**src/rtl/gpu_pkg.sv**
```systemverilog
// Shared encodings and default widths for the core phase and the instruction fetcher.
package gpu_pkg;

    localparam int unsigned DEFAULT_PROGRAM_ADDR_BITS = 8;
    localparam int unsigned DEFAULT_PROGRAM_DATA_BITS = 16;
    localparam int unsigned STATE_BITS                = 3;

    typedef enum logic [STATE_BITS-1:0] {
        CORE_IDLE    = 3'b000,
        CORE_FETCH   = 3'b001,
        CORE_DECODE  = 3'b010,
        CORE_REQUEST = 3'b011,
        CORE_WAIT    = 3'b100,
        CORE_EXECUTE = 3'b101,
        CORE_UPDATE  = 3'b110,
        CORE_DONE    = 3'b111
    } core_state_e;

    typedef enum logic [STATE_BITS-1:0] {
        FETCHER_IDLE     = 3'b000,
        FETCHER_FETCHING = 3'b001,
        FETCHER_FETCHED  = 3'b010
    } fetcher_state_e;

endpackage

```
**src/rtl/fetch_line_buffer.sv**
```systemverilog
// Single-entry {valid, pc, instruction} record of the most recent completed fetch.
module fetch_line_buffer
    import gpu_pkg::*;
#(
    parameter int unsigned PROGRAM_ADDR_BITS = DEFAULT_PROGRAM_ADDR_BITS,
    parameter int unsigned PROGRAM_DATA_BITS = DEFAULT_PROGRAM_DATA_BITS
) (
    input  logic                         clock,
    input  logic                         reset,
    input  logic                         wr_en,
    input  logic [PROGRAM_ADDR_BITS-1:0] wr_pc,
    input  logic [PROGRAM_DATA_BITS-1:0] wr_data,
    input  logic [PROGRAM_ADDR_BITS-1:0] lookup_pc,
    output logic                         hit_c,
    output logic [PROGRAM_DATA_BITS-1:0] data
);

    logic                         r_valid;
    logic [PROGRAM_ADDR_BITS-1:0] r_tag;
    logic [PROGRAM_DATA_BITS-1:0] r_data;

    always_ff @(posedge clock) begin
        if (reset) begin
            r_valid <= 1'b0;
            r_tag   <= '0;
            r_data  <= '0;
        end else if (wr_en) begin
            r_valid <= 1'b1;
            r_tag   <= wr_pc;
            r_data  <= wr_data;
        end
    end

    assign hit_c = r_valid && (r_tag == lookup_pc);
    assign data  = r_data;

endmodule

```
**src/rtl/fetcher.sv**
```systemverilog
// Instruction fetcher: issues one program-memory read per core FETCH phase and holds the result.
// Optional single-entry line buffer enabled by defining FETCHER_LINE_BUFFER_EN.
module fetcher
    import gpu_pkg::*;
#(
    parameter int unsigned PROGRAM_ADDR_BITS = DEFAULT_PROGRAM_ADDR_BITS,
    parameter int unsigned PROGRAM_DATA_BITS = DEFAULT_PROGRAM_DATA_BITS
) (
    input  logic                         clock,
    input  logic                         reset,
    input  logic                         enable,
    input  logic [STATE_BITS-1:0]        core_state,
    input  logic [PROGRAM_ADDR_BITS-1:0] current_pc,
    output logic                         mem_read_valid,
    output logic [PROGRAM_ADDR_BITS-1:0] mem_read_address,
    input  logic                         mem_read_ready,
    input  logic [PROGRAM_DATA_BITS-1:0] mem_read_data,
    output logic [STATE_BITS-1:0]        fetcher_state,
    output logic [PROGRAM_DATA_BITS-1:0] instruction
);

    fetcher_state_e               r_state;
    logic                         r_valid;
    logic [PROGRAM_ADDR_BITS-1:0] r_address;
    logic [PROGRAM_DATA_BITS-1:0] r_instruction;

    logic                         w_hit;
    logic [PROGRAM_DATA_BITS-1:0] w_buf_data;
    logic                         w_complete;

    assign w_complete = enable && (r_state == FETCHER_FETCHING) && mem_read_ready;

`ifdef FETCHER_LINE_BUFFER_EN
    fetch_line_buffer #(
        .PROGRAM_ADDR_BITS(PROGRAM_ADDR_BITS),
        .PROGRAM_DATA_BITS(PROGRAM_DATA_BITS)
    ) u_line_buffer (
        .clock     (clock),
        .reset     (reset),
        .wr_en     (w_complete),
        .wr_pc     (r_address),
        .wr_data   (mem_read_data),
        .lookup_pc (current_pc),
        .hit_c     (w_hit),
        .data      (w_buf_data)
    );
`else
    assign w_hit      = 1'b0;
    assign w_buf_data = '0;
`endif

    always_ff @(posedge clock) begin
        if (reset) begin
            r_state       <= FETCHER_IDLE;
            r_valid       <= 1'b0;
            r_address     <= '0;
            r_instruction <= '0;
        end else if (enable) begin
            case (r_state)
                FETCHER_IDLE: begin
                    if (core_state == STATE_BITS'(CORE_FETCH)) begin
                        if (w_hit) begin
                            // Buffer hit: skip memory, instruction comes from the stored line.
                            r_instruction <= w_buf_data;
                            r_state       <= FETCHER_FETCHED;
                        end else begin
                            r_valid   <= 1'b1;
                            r_address <= current_pc;
                            r_state   <= FETCHER_FETCHING;
                        end
                    end
                end
                FETCHER_FETCHING: begin
                    if (w_complete) begin
                        r_instruction <= mem_read_data;
                        r_valid       <= 1'b0;
                        r_state       <= FETCHER_FETCHED;
                    end
                end
                FETCHER_FETCHED: begin
                    if (core_state == STATE_BITS'(CORE_DECODE)) begin
                        r_state <= FETCHER_IDLE;
                    end
                end
                default: begin
                    r_state <= FETCHER_IDLE;
                    r_valid <= 1'b0;
                end
            endcase
        end
    end

    assign mem_read_valid   = r_valid;
    assign mem_read_address = r_address;
    assign fetcher_state    = r_state;
    assign instruction      = r_instruction;

endmodule

```
**config.mk**
```make
export PLATFORM = sky130hd
export DESIGN_NAME = fetcher
export DESIGN_NICKNAME = d
export VERILOG_FILES = /design/src/rtl/gpu_pkg.sv /design/src/rtl/fetch_line_buffer.sv /design/src/rtl/fetcher.sv
export SDC_FILE = /design/constraint.sdc
export NUM_CORES = 1
export LEC_CHECK = 0
export CORE_MARGIN = 2
export CORE_UTILIZATION = 37
export DETAILED_ROUTE_END_ITERATION = 8
export GPL_ROUTABILITY_DRIVEN = 1
export PLACE_DENSITY = 0.83
export SYNTH_ARGS = -nofsm -noshare
export SYNTH_HDL_FRONTEND = slang
export SYNTH_SLANG_ARGS = --single-unit
```
**constraint.sdc**
```tcl
create_clock -name clock -period 1.3 [get_ports clock]
set_input_delay 0.13 -clock clock [delete_from_list [all_inputs] [get_ports clock]]
set_output_delay 0.13 -clock clock [all_outputs]
set_load 0.005 [all_outputs]
```
; ---- Yosys cells after proc, flatten, opt, wreduce, memory -nomap -nowiden
; Index checks and enable logic that the tools add are counted.
[op_classes]
n_reduce_logical = 7
n_mux = 7
eq_ne = 7
bitwise = 1
[op_table]
columns = cell, count
row1 = 2-to-1 mux 3 bit, 3
row2 = one-hot mux 3 bit (3 select lines), 1
row3 = AND reduction 4 bit, 2
row4 = "== test 3 x 1 -> 1 bit, second input constant", 2
row5 = "== test 3 x 2 -> 1 bit, second input constant", 2
row6 = "inequality test 2 bit, second input constant", 3
row7 = AND reduction 3 bit, 2
row8 = logical NOT 3 bit, 1
row9 = one-hot mux 1 bit (3 select lines), 1
row10 = logical AND 1 bit, 2
row11 = 2-to-1 mux 1 bit, 2
row12 = NOT 1 bit, 1
[word_totals]
in_bits = 31
elab_cells = 26
ff_bits = 28

; ---- Depth between registers and ports, before layout
; Gate-level depths: netlist (run 1).
[logic_depth]
ltp_word = 5
depth_mapped = 5
ltp_nobuf = 3

; ---- Least setup slack after synthesis (run 1)
; OpenSTA, ideal clock, no wires.
[synth_path]
path_type = register to register
startpoint = reg r_state[1], in the netlist fetcher_state[1]
endpoint = reg r_state[1], in the netlist fetcher_state[1]
period_less_slack_ns = 1.136
n_path_buf = 2
path_stages_with_launch = 6
slack_ns = 0.164
setup_time_ns = 0.128
t_required_ns = 1.172
arrival_ns = 1.008
cell_sequence = dfxtp_1 -> and4b_1 -> buf_4 -> buf_6 -> a31oi_1 -> nor2_1
[synth_via]
elab_chain_len = 5
[synth_rtl]
columns = element, line
row1 = start: declaration, fetcher.sv:22  ; fetcher_state_e r_state;
row2 = start signal: assignment, fetcher.sv:54  ; r_state <= FETCHER_IDLE;
row3 = start signal: assignment, fetcher.sv:65  ; r_state <= FETCHER_FETCHED;
row4 = start signal: assignment, fetcher.sv:69  ; r_state <= FETCHER_FETCHING;
row5 = == test 3 x 1 -> 1 bit, "fetcher.sv:31, fetcher.sv:59"
row6 = logical AND 1 bit (2 in series), fetcher.sv:31  ; assign w_complete = enable && (r_state == FETCHER_FETCHING) && mem_read_ready;
row7 = inequality test 2 bit (no source line), n/a
row8 = AND reduction 4 bit (no source line), n/a
; Several ways; a longest one is shown, not always the timed one.
; A chain may end at the register's enable or synchronous reset.

; ---- Worst setup path after layout (run 1)
[layout_path]
startpoint = reg r_state[1], in the netlist fetcher_state[1]
endpoint = reg r_address[4], in the netlist mem_read_address[4]
[layout_via]
elab_chain_len = 2
[layout_rtl]
columns = element, line
row1 = logical NOT 3 bit, fetcher.sv:59  ; case (r_state)
row2 = AND reduction 3 bit (no source line), n/a
row3 = end signal: assignment, fetcher.sv:68  ; r_address <= current_pc;
row4 = end: declaration, fetcher.sv:24  ; logic [PROGRAM_ADDR_BITS-1:0] r_address;
; Every way passes these cells.

==> results of run 1 <==
==> cells in the mapped netlist <==
cell type / n
nand2_1: 49
dfxtp_1: 27
a21oi_1: 16
mux2i_1: 8
buf_2: 3
buf_4: 3
nand4bb_1: 2
nor3_1: 2
a31oi_1: 1
and2_1: 1
and4b_1: 1
buf_6: 1
clkbuf_1: 1
clkinv_1: 1
conb_1: 1
inv_1: 1
nand4b_1: 1
nor2_1: 1
nor2b_1: 1
o21a_1: 1
o21ai_0: 1
o221a_2: 1
==> report_power, final <==
group / internal (µW) / leakage, µW / switching [µW] / total, µW
Combinational: 116 / 0.000562 / 58.9 / 175
Clock: 117 / 0.0000139 / 239 / 356
Sequential: 838 / 0.000231 / 5.43 / 843
Total: 1070 / 0.000807 / 303 / 1370
==> cells in the final DEF, fill, tap and decap left out, types with 2 or more instances in the layout <==
cell / n
dlymetal6s2s_1: 5
mux2i_1: 8
clkbuf_4: 3
buf_4: 8
dlygate4sd2_1: 22
a21oi_1: 16
nor3_1: 2
clkdlybuf4s50_1: 30
dfxtp_2: 25
nand2_1: 49
nand4bb_1: 2
==> flip-flops by register name, indices dropped and copies added (netlist names) <==
register and cells:
fetcher_state 2, instruction 16, mem_read_valid 1, mem_read_address 8
==> timing repair <==
item                                    CTS  global route
endpoints found under the setup margin   27             5
endpoints found under the hold margin     0             0
cloned                                    0             0
hold buffers                              0             0
setup buffers                             3             0
resized for setup                        49             5
==> stage by stage <==
step                setup WS (ns)  total power (µW)  area (µm²)
finish                      0.116              1370        1730
global route               0.0290              1450        1730
CTS                       0.00206              1400        1720
detailed placement         -0.163              1040        1660
global placement          -0.0834              1040        1660
floorplan                   0.164               912        1050
==> area by class of cell <==
class                           count  area share
Sequential cell                    27       0.332
Inverter                            2     0.00433
Timing Repair Buffer               66       0.367
Clock buffer                        3      0.0130
Multi-Input combinational cell     87       0.257
Clock inverter                      1     0.00433
Tap cell                           31      0.0224
==> critical path: stages (launching register included) <==
cell,delay (ns)
dfxtp_2,0.35
nand4bb_1,0.19
nor3_1,0.15
buf_4,0.22
mux2i_1,0.21
==> cells by family after synthesis <==
| family | Yosys count |
|---|---|
| AO/OA/AOI/OAI | 20 |
| multiplexers | 8 |
| flip-flops | 27 |
| buffers and inverters | 10 |
| AND/OR/NAND/NOR | 58 |
| other | 1 |
==> metal layers <==
layer | GRT usage | up-vias
met5 | 0 | -
met4 | 0.0233 | 0
met3 | 0.0454 | 0
met2 | 0.307 | 45
met1 | 0.188 | 463
li1 | - | 528
==> path summary, 6_finish.rpt <==
check                           startpoint                               end  slack [ns]  depth (start not counted)
max          fetcher_state[1]$_SDFFE_PP0P_  mem_read_address[4]$_SDFFE_PP0P_        0.12                          4
min                       mem_read_data[7]       instruction[7]$_SDFFE_PP0P_        0.33                          3
max reg2reg  fetcher_state[1]$_SDFFE_PP0P_  mem_read_address[4]$_SDFFE_PP0P_        0.12                          4
min reg2reg   instruction[15]$_SDFFE_PP0P_      instruction[15]$_SDFFE_PP0P_        0.46                          2
==> results_tabular.tex, run 1 <==
\begin{tabular}{lr}
\hline
Metric & Value \\
\hline
\multicolumn{2}{l}{\textbf{Status}} \\
\quad Status & completed \\
\multicolumn{2}{l}{\textbf{Clock tree}} \\
\quad Skew-Pair Late Insertion Delay & 0.32 ns \\
\quad Number of CTS-inserted buffers & 3 \\
\quad Sinks on the clock net & 27 \\
\quad Maximum number of buffers from clock root to sink & 2 \\
\quad TritonCTS clock tree & yes \\
\quad Number of H-tree levels & 1 \\
\quad Clock slew at reported path FFs & $\sim$0.15 ns \\
\quad CTS Root Cell & clkbuf\_4 \\
\multicolumn{2}{l}{\textbf{Drt}} \\
\quad DRT met1 WL & about 1100 µm \\
\quad DR vias & approximately 1.0k \\
\quad Top Metal Used & met3 \\
\quad Drt via density & around 4.8 \\
\quad Met2 Wirelength & 1320 µm \\
\quad Remaining routing DRC violations & 0 \\
\quad Met3 wire length & 246 µm \\
\quad Per-cell routed wire length & approximately 12 µm \\
\quad Starting DRC count in detailed routing & 21 \\
\quad Total routed wirelength & 2690 µm \\
\quad First drt pass iteration count & 6 \\
\quad Antenna violation net count after detailed routing & 0 \\
\multicolumn{2}{l}{\textbf{Timing}} \\
\quad Final count of hold timing violations & 0 \\
\quad Max Freq & about 840 MHz \\
\quad Setup repair after global routing missed its margin & no \\
\quad Final period util & 0.911 \\
\quad Final setup violation count & 0 \\
\quad Final Critical Period & 1.18 ns \\
\quad Clock tree skew after final layout & between 0.01 and 0.015 ns \\
\quad Final-layout worst hold slack & 0.335 ns \\
\quad Final number of max-transition violations & 0 \\
\quad Summed negative setup slack over all endpoints & 0 ns \\
\multicolumn{2}{l}{\textbf{Synthesis}} \\
\quad Fraction of post-synthesis cell area in the top cell type by area & 0.517 \\
\quad Number of standard cells after synthesis & 124 \\
\quad Post-synthesis mux area share & 0.0766 \\
\quad Syn avg cell area & about 8.4 µm² \\
\quad Adder-Cell Fraction of Synth Area & 0 \\
\quad Net Count, Synth & $\sim$160 \\
\quad Synth top area cells & dfxtp\_1 52\%, nand2\_1 18\%, a21oi\_1 7.7\%, mux2i\_1 7.7\%, buf\_4 2.2\% \\
\quad Count of distinct cell types in the synthesized netlist & 22 \\
\quad Area fraction in compound gates after synthesis & 0.105 \\
\quad Cell area after synthesis & 0.00105 mm² \\
\quad Synth area leader & dfxtp\_1 \\
\quad \#FFs+latches synth & 27 \\
\quad YS warnings & 0 \\
\quad Synthesized-area fraction occupied by and/or/nand/nor cells & 0.240 \\
\quad Fraction of the yosys area taken by sequential cells & 0.517 \\
\quad Xor/xnor share of the synthesized area & 0 \\
\quad Combinational family with the most area after synthesis & simple AND/OR/NAND/NOR gates \\
\multicolumn{2}{l}{\textbf{Power and ir drop}} \\
\quad Worst VDD drop & 690 µV \\
\quad Pwr per Cell Area & 793 mW/mm² \\
\quad Total leakage power & 0.000807 µW \\
\multicolumn{2}{l}{\textbf{Place}} \\
\quad Count of placed standard cells including taps & between 200 and 250 \\
\quad Routability cong. & around 0.8 \\
\quad Port Buffer Count & 57 \\
\quad Placed wire-length estimate & just over 2000 µm \\
\multicolumn{2}{l}{\textbf{Final layout}} \\
\quad ANT cells & 0 \\
\quad Seq. cell area & between 500 and 600 µm² \\
\quad Final core area utilization & 0.639 \\
\quad Finished Layout Cells & 217 \\
\quad Share of final-layout standard cells stronger than drive strength 1 & 0.215 \\
\quad Total area of multi-input combinational cells & 445 µm² \\
\quad Filler instances & 242 \\
\quad Number of nets in the layout & about 220 \\
\quad Signed area change from the synthesized netlist to the final layout & 65.7\% \\
\multicolumn{2}{l}{\textbf{Floorplan}} \\
\quad Core Region & about 0.0027 mm² \\
\quad Initial standard-cell utilization of the core & 0.386 \\
\quad Full die area & between 0.003 and 0.004 mm² \\
\quad Die Span X & about 57 µm \\
\quad FP Rows & 19 \\
\quad Boundary Pins & roughly 60 \\
\quad Height of the die & 57.2 µm \\
\multicolumn{2}{l}{\textbf{Worst setup path}} \\
\quad Top fanout value on the critical path & 9 \\
\quad Data required time at the worst endpoint & between 1.5 and 2 ns \\
\quad CP Capture Type & flip-flop \\
\quad Arrival @ worst endpoint & roughly 1.4 ns \\
\quad Crit path launch type & flip-flop \\
\quad Path type of the worst setup path & flip-flop to flip-flop \\
\multicolumn{2}{l}{\textbf{Global route}} \\
\quad Overflow left after global routing & 0 \\
\quad Maximum number of pins on one net before global-route repair & 19 \\
\quad Number of antenna violations at the first check in global routing & 0 \\
\quad Global router's overall resource usage & 0.164 \\
\quad Via count of the first global-routing pass & a little over 1k \\
\quad First-pass GRT wire length & between 4000 and 5000 µm \\
\multicolumn{2}{l}{\textbf{Min path}} \\
\quad Path category of the worst min-delay check & primary input to flip-flop \\
\multicolumn{2}{l}{\textbf{Flow run}} \\
\quad Max Cap Viol & 0 \\
\hline
\end{tabular}
(Power assumes the default switching activity.)
==> run 2: changes to the inputs <==
==> constraint.sdc (replaced) <==
create_clock -name clock -period 1.23 [get_ports clock]
set_input_delay 0.123 -clock clock [delete_from_list [all_inputs] [get_ports clock]]
set_output_delay 0.123 -clock clock [all_outputs]
set_load 0.005 [all_outputs]
==> run 2 against run 1 <==
  * Via count rose by 1.8%
  * Clock power rose by 6.7%
  * Maximum frequency fell by 1.5%
  * Register-to-register slack got worse by 0.09 ns
  * Worst hold slack got worse by 0.021 ns
  * Combinational power rose by 14%
  * Non-clock buffer count did not move
  * Worst setup slack got worse by 0.089 ns
  * Sequential power rose by 5.7%
  * Final cell count did not move
  * Critical path depth rose by 1
==> results_tabular.tex, run 2 (same netlist as run 1, synthesis figures left out) <==
\begin{tabular}{lr}
\hline
Metric & Value \\
\hline
\multicolumn{2}{l}{\textbf{Drt}} \\
\quad Drt via density & approximately 4.9 \\
\quad First drt pass iteration count & 4 \\
\quad DR vias & 1055 \\
\quad Total routed wirelength & 2840 µm \\
\quad Per-cell routed wire length & roughly 13 µm \\
\quad Starting DRC count in detailed routing & 20 \\
\quad Remaining routing DRC violations & 0 \\
\quad Antenna violation net count after detailed routing & 0 \\
\multicolumn{2}{l}{\textbf{Final layout}} \\
\quad Most used cells in the layout excluding fill and tap cells & 49 x nand2\_1, 30 x clkdlybuf4s50\_1, 27 x dlygate4sd2\_1 \\
\quad Most common cell after layout, fill and taps aside & nand2\_1 \\
\quad Total area of multi-input combinational cells & about 500 µm² \\
\quad Seq. cell area & a little under 600 µm² \\
\quad Signed area change from the synthesized netlist to the final layout & 69.5\% \\
\quad Total non-filler cell area in the finished layout & 0.00177 mm² \\
\quad Number of nets in the layout & $\sim$220 \\
\quad Final core area utilization & 0.654 \\
\quad ANT cells & 0 \\
\quad Share of final-layout standard cells stronger than drive strength 1 & 0.247 \\
\quad Max reg flops & 16 \\
\quad Filler instances & $\sim$240 \\
\multicolumn{2}{l}{\textbf{Worst setup path}} \\
\quad Delay of the slowest cell on the worst path & $\sim$0.37 ns \\
\quad Largest delay share family, worst path & flip-flops \\
\quad Data required time at the worst endpoint & approximately 1.5 ns \\
\quad CP Capture Type & flip-flop \\
\quad Top fanout value on the critical path & 17 \\
\quad Crit path launch type & flip-flop \\
\quad Path type of the worst setup path & flip-flop to flip-flop \\
\quad Arrival @ worst endpoint & around 1.5 ns \\
\quad CP cell instances & buf\_4 > and4b\_1 > buf\_12 > nand2\_1 > a21oi\_2 \\
\quad Reg2reg setup slack & between 0.02 and 0.03 ns \\
\quad Worst path buffer plus inverter count & 2 \\
\quad Slowest CP cell & dfxtp\_4 \\
\multicolumn{2}{l}{\textbf{Timing}} \\
\quad Final Critical Period & about 1.2 ns \\
\quad Final count of hold timing violations & 0 \\
\quad Final period util & 0.978 \\
\quad Summed negative setup slack over all endpoints & 0 ns \\
\quad Final number of max-transition violations & 0 \\
\quad Max Freq & about 830 MHz \\
\quad Setup repair after global routing missed its margin & yes \\
\quad Final setup violation count & 0 \\
\quad Clock tree skew after final layout & 0.0107 ns \\
\multicolumn{2}{l}{\textbf{Floorplan}} \\
\quad Initial standard-cell utilization of the core & 0.386 \\
\quad Full die area & 0.00327 mm² \\
\quad Die Span X & about 57 µm \\
\quad Height of the die & $\sim$57 µm \\
\quad FP Rows & 19 \\
\quad Core Region & approximately 0.0027 mm² \\
\quad Boundary Pins & just under 60 \\
\multicolumn{2}{l}{\textbf{Flow run}} \\
\quad Max Cap Viol & 0 \\
\multicolumn{2}{l}{\textbf{Power and ir drop}} \\
\quad Psw & 335 µW \\
\quad Worst VDD drop & between 600 and 700 µV \\
\quad Total leakage power & between 0.0007 and 0.0008 µW \\
\quad Pwr per Cell Area & roughly 830 mW/mm² \\
\quad Internal power summed over all cells & roughly 1100 µW \\
\quad Switching fraction of total power & 0.228 \\
\quad Clock power share & 0.259 \\
\quad Comb power frac & 0.135 \\
\quad Share of power burned in registers & 0.606 \\
\quad Final Total Pwr & around 1500 µW \\
\multicolumn{2}{l}{\textbf{Min path}} \\
\quad Path category of the worst min-delay check & primary input to flip-flop \\
\multicolumn{2}{l}{\textbf{Status}} \\
\quad Status & completed \\
\multicolumn{2}{l}{\textbf{Clock tree}} \\
\quad Number of CTS-inserted buffers & 3 \\
\quad Skew-Pair Late Insertion Delay & around 0.32 ns \\
\quad CTS Root Cell & clkbuf\_4 \\
\quad Sinks on the clock net & 27 \\
\quad Maximum number of buffers from clock root to sink & 2 \\
\quad Number of H-tree levels & 1 \\
\quad TritonCTS clock tree & yes \\
\quad Clock slew at reported path FFs & 0.15 ns \\
\quad Hold buffers post-CTS & 0 \\
\multicolumn{2}{l}{\textbf{Place}} \\
\quad Placed instance area & 0.00167 mm² \\
\quad Routability cong. & 0.791 \\
\quad Placed wire-length estimate & approximately 2000 µm \\
\quad Port Buffer Count & 57 \\
\multicolumn{2}{l}{\textbf{Global route}} \\
\quad Via count of the first global-routing pass & $\sim$1k \\
\quad Number of antenna violations at the first check in global routing & 0 \\
\quad Maximum number of pins on one net before global-route repair & 19 \\
\quad Global router's overall resource usage & 0.172 \\
\quad Overflow left after global routing & 0 \\
\quad First-pass GRT wire length & 4480 µm \\
\hline
\end{tabular}
==> run 2: through the flow <==
| stage | instances | worst slack, ns | hold WS (ns) |
|---|---|---|---|
| floorplan | 124 | 0.0943 | 0.259 |
| global placement | 210 | -0.145 | 0.442 |
| detailed placement | 210 | -0.233 | 0.450 |
| CTS | 216 | 0.00583 | 0.313 |
| global route | 217 | -0.0377 | 0.309 |
| finish | 217 | 0.0271 | 0.314 |
==> run 2: power by group through the flow <==
stage / registers [µW] / clock network, µW / logic (µW)
final: 891 / 380 / 199
after global routing: 893 / 440 / 214
after CTS: 890 / 390 / 189
after detailed placement: 913 / 0 / 194
after global placement: 913 / 0 / 189
after floorplan: 913 / 0 / 51.2
==> run 2: final timing paths <==
| check | start | endpoint | cells after the start |
|---|---|---|---|
| max | fetcher_state[1]$_SDFFE_PP0P_ | instruction[6]$_SDFFE_PP0P_ | 5 |
| min | mem_read_data[7] | instruction[7]$_SDFFE_PP0P_ | 3 |
| max reg2reg | fetcher_state[1]$_SDFFE_PP0P_ | instruction[6]$_SDFFE_PP0P_ | 5 |
| min reg2reg | instruction[7]$_SDFFE_PP0P_ | instruction[7]$_SDFFE_PP0P_ | 2 |
==> run 2: worst reg2reg max path: cells and delay by family, from the launching register on <==
family,cells,cell delay (ns)
buffers and inverters,2,0.29
flip-flops,1,0.37
AND/OR/NAND/NOR,2,0.37
AO/OA/AOI/OAI,1,0.12
==> run 2: final cells by class <==
cell class | count | share of cell area
inverter | 2 | 0.00423
sequential | 27 | 0.326
clock inverter | 1 | 0.00282
multi-input combinational | 87 | 0.275
timing repair buffer | 66 | 0.357
clock buffer | 3 | 0.0127
tap | 31 | 0.0219
==> run 2: timing repair <==
item / 4_1_cts / 5_1_grt
setup endpoints to repair: 33 / 14
setup buffers: 2 / 0
gates cloned: 0 / 1
gates resized for setup: 56 / 9
==> run 2: layer usage <==
metal | wire length, µm | track usage | vias to the layer above
met4 | 0 | 0.0399 | 0
li1 | - | - | 529
met2 | 1440 | 0.319 | 43
met3 | 250 | 0.0431 | 0
met5 | 0 | 0 | -
met1 | 1150 | 0.199 | 483
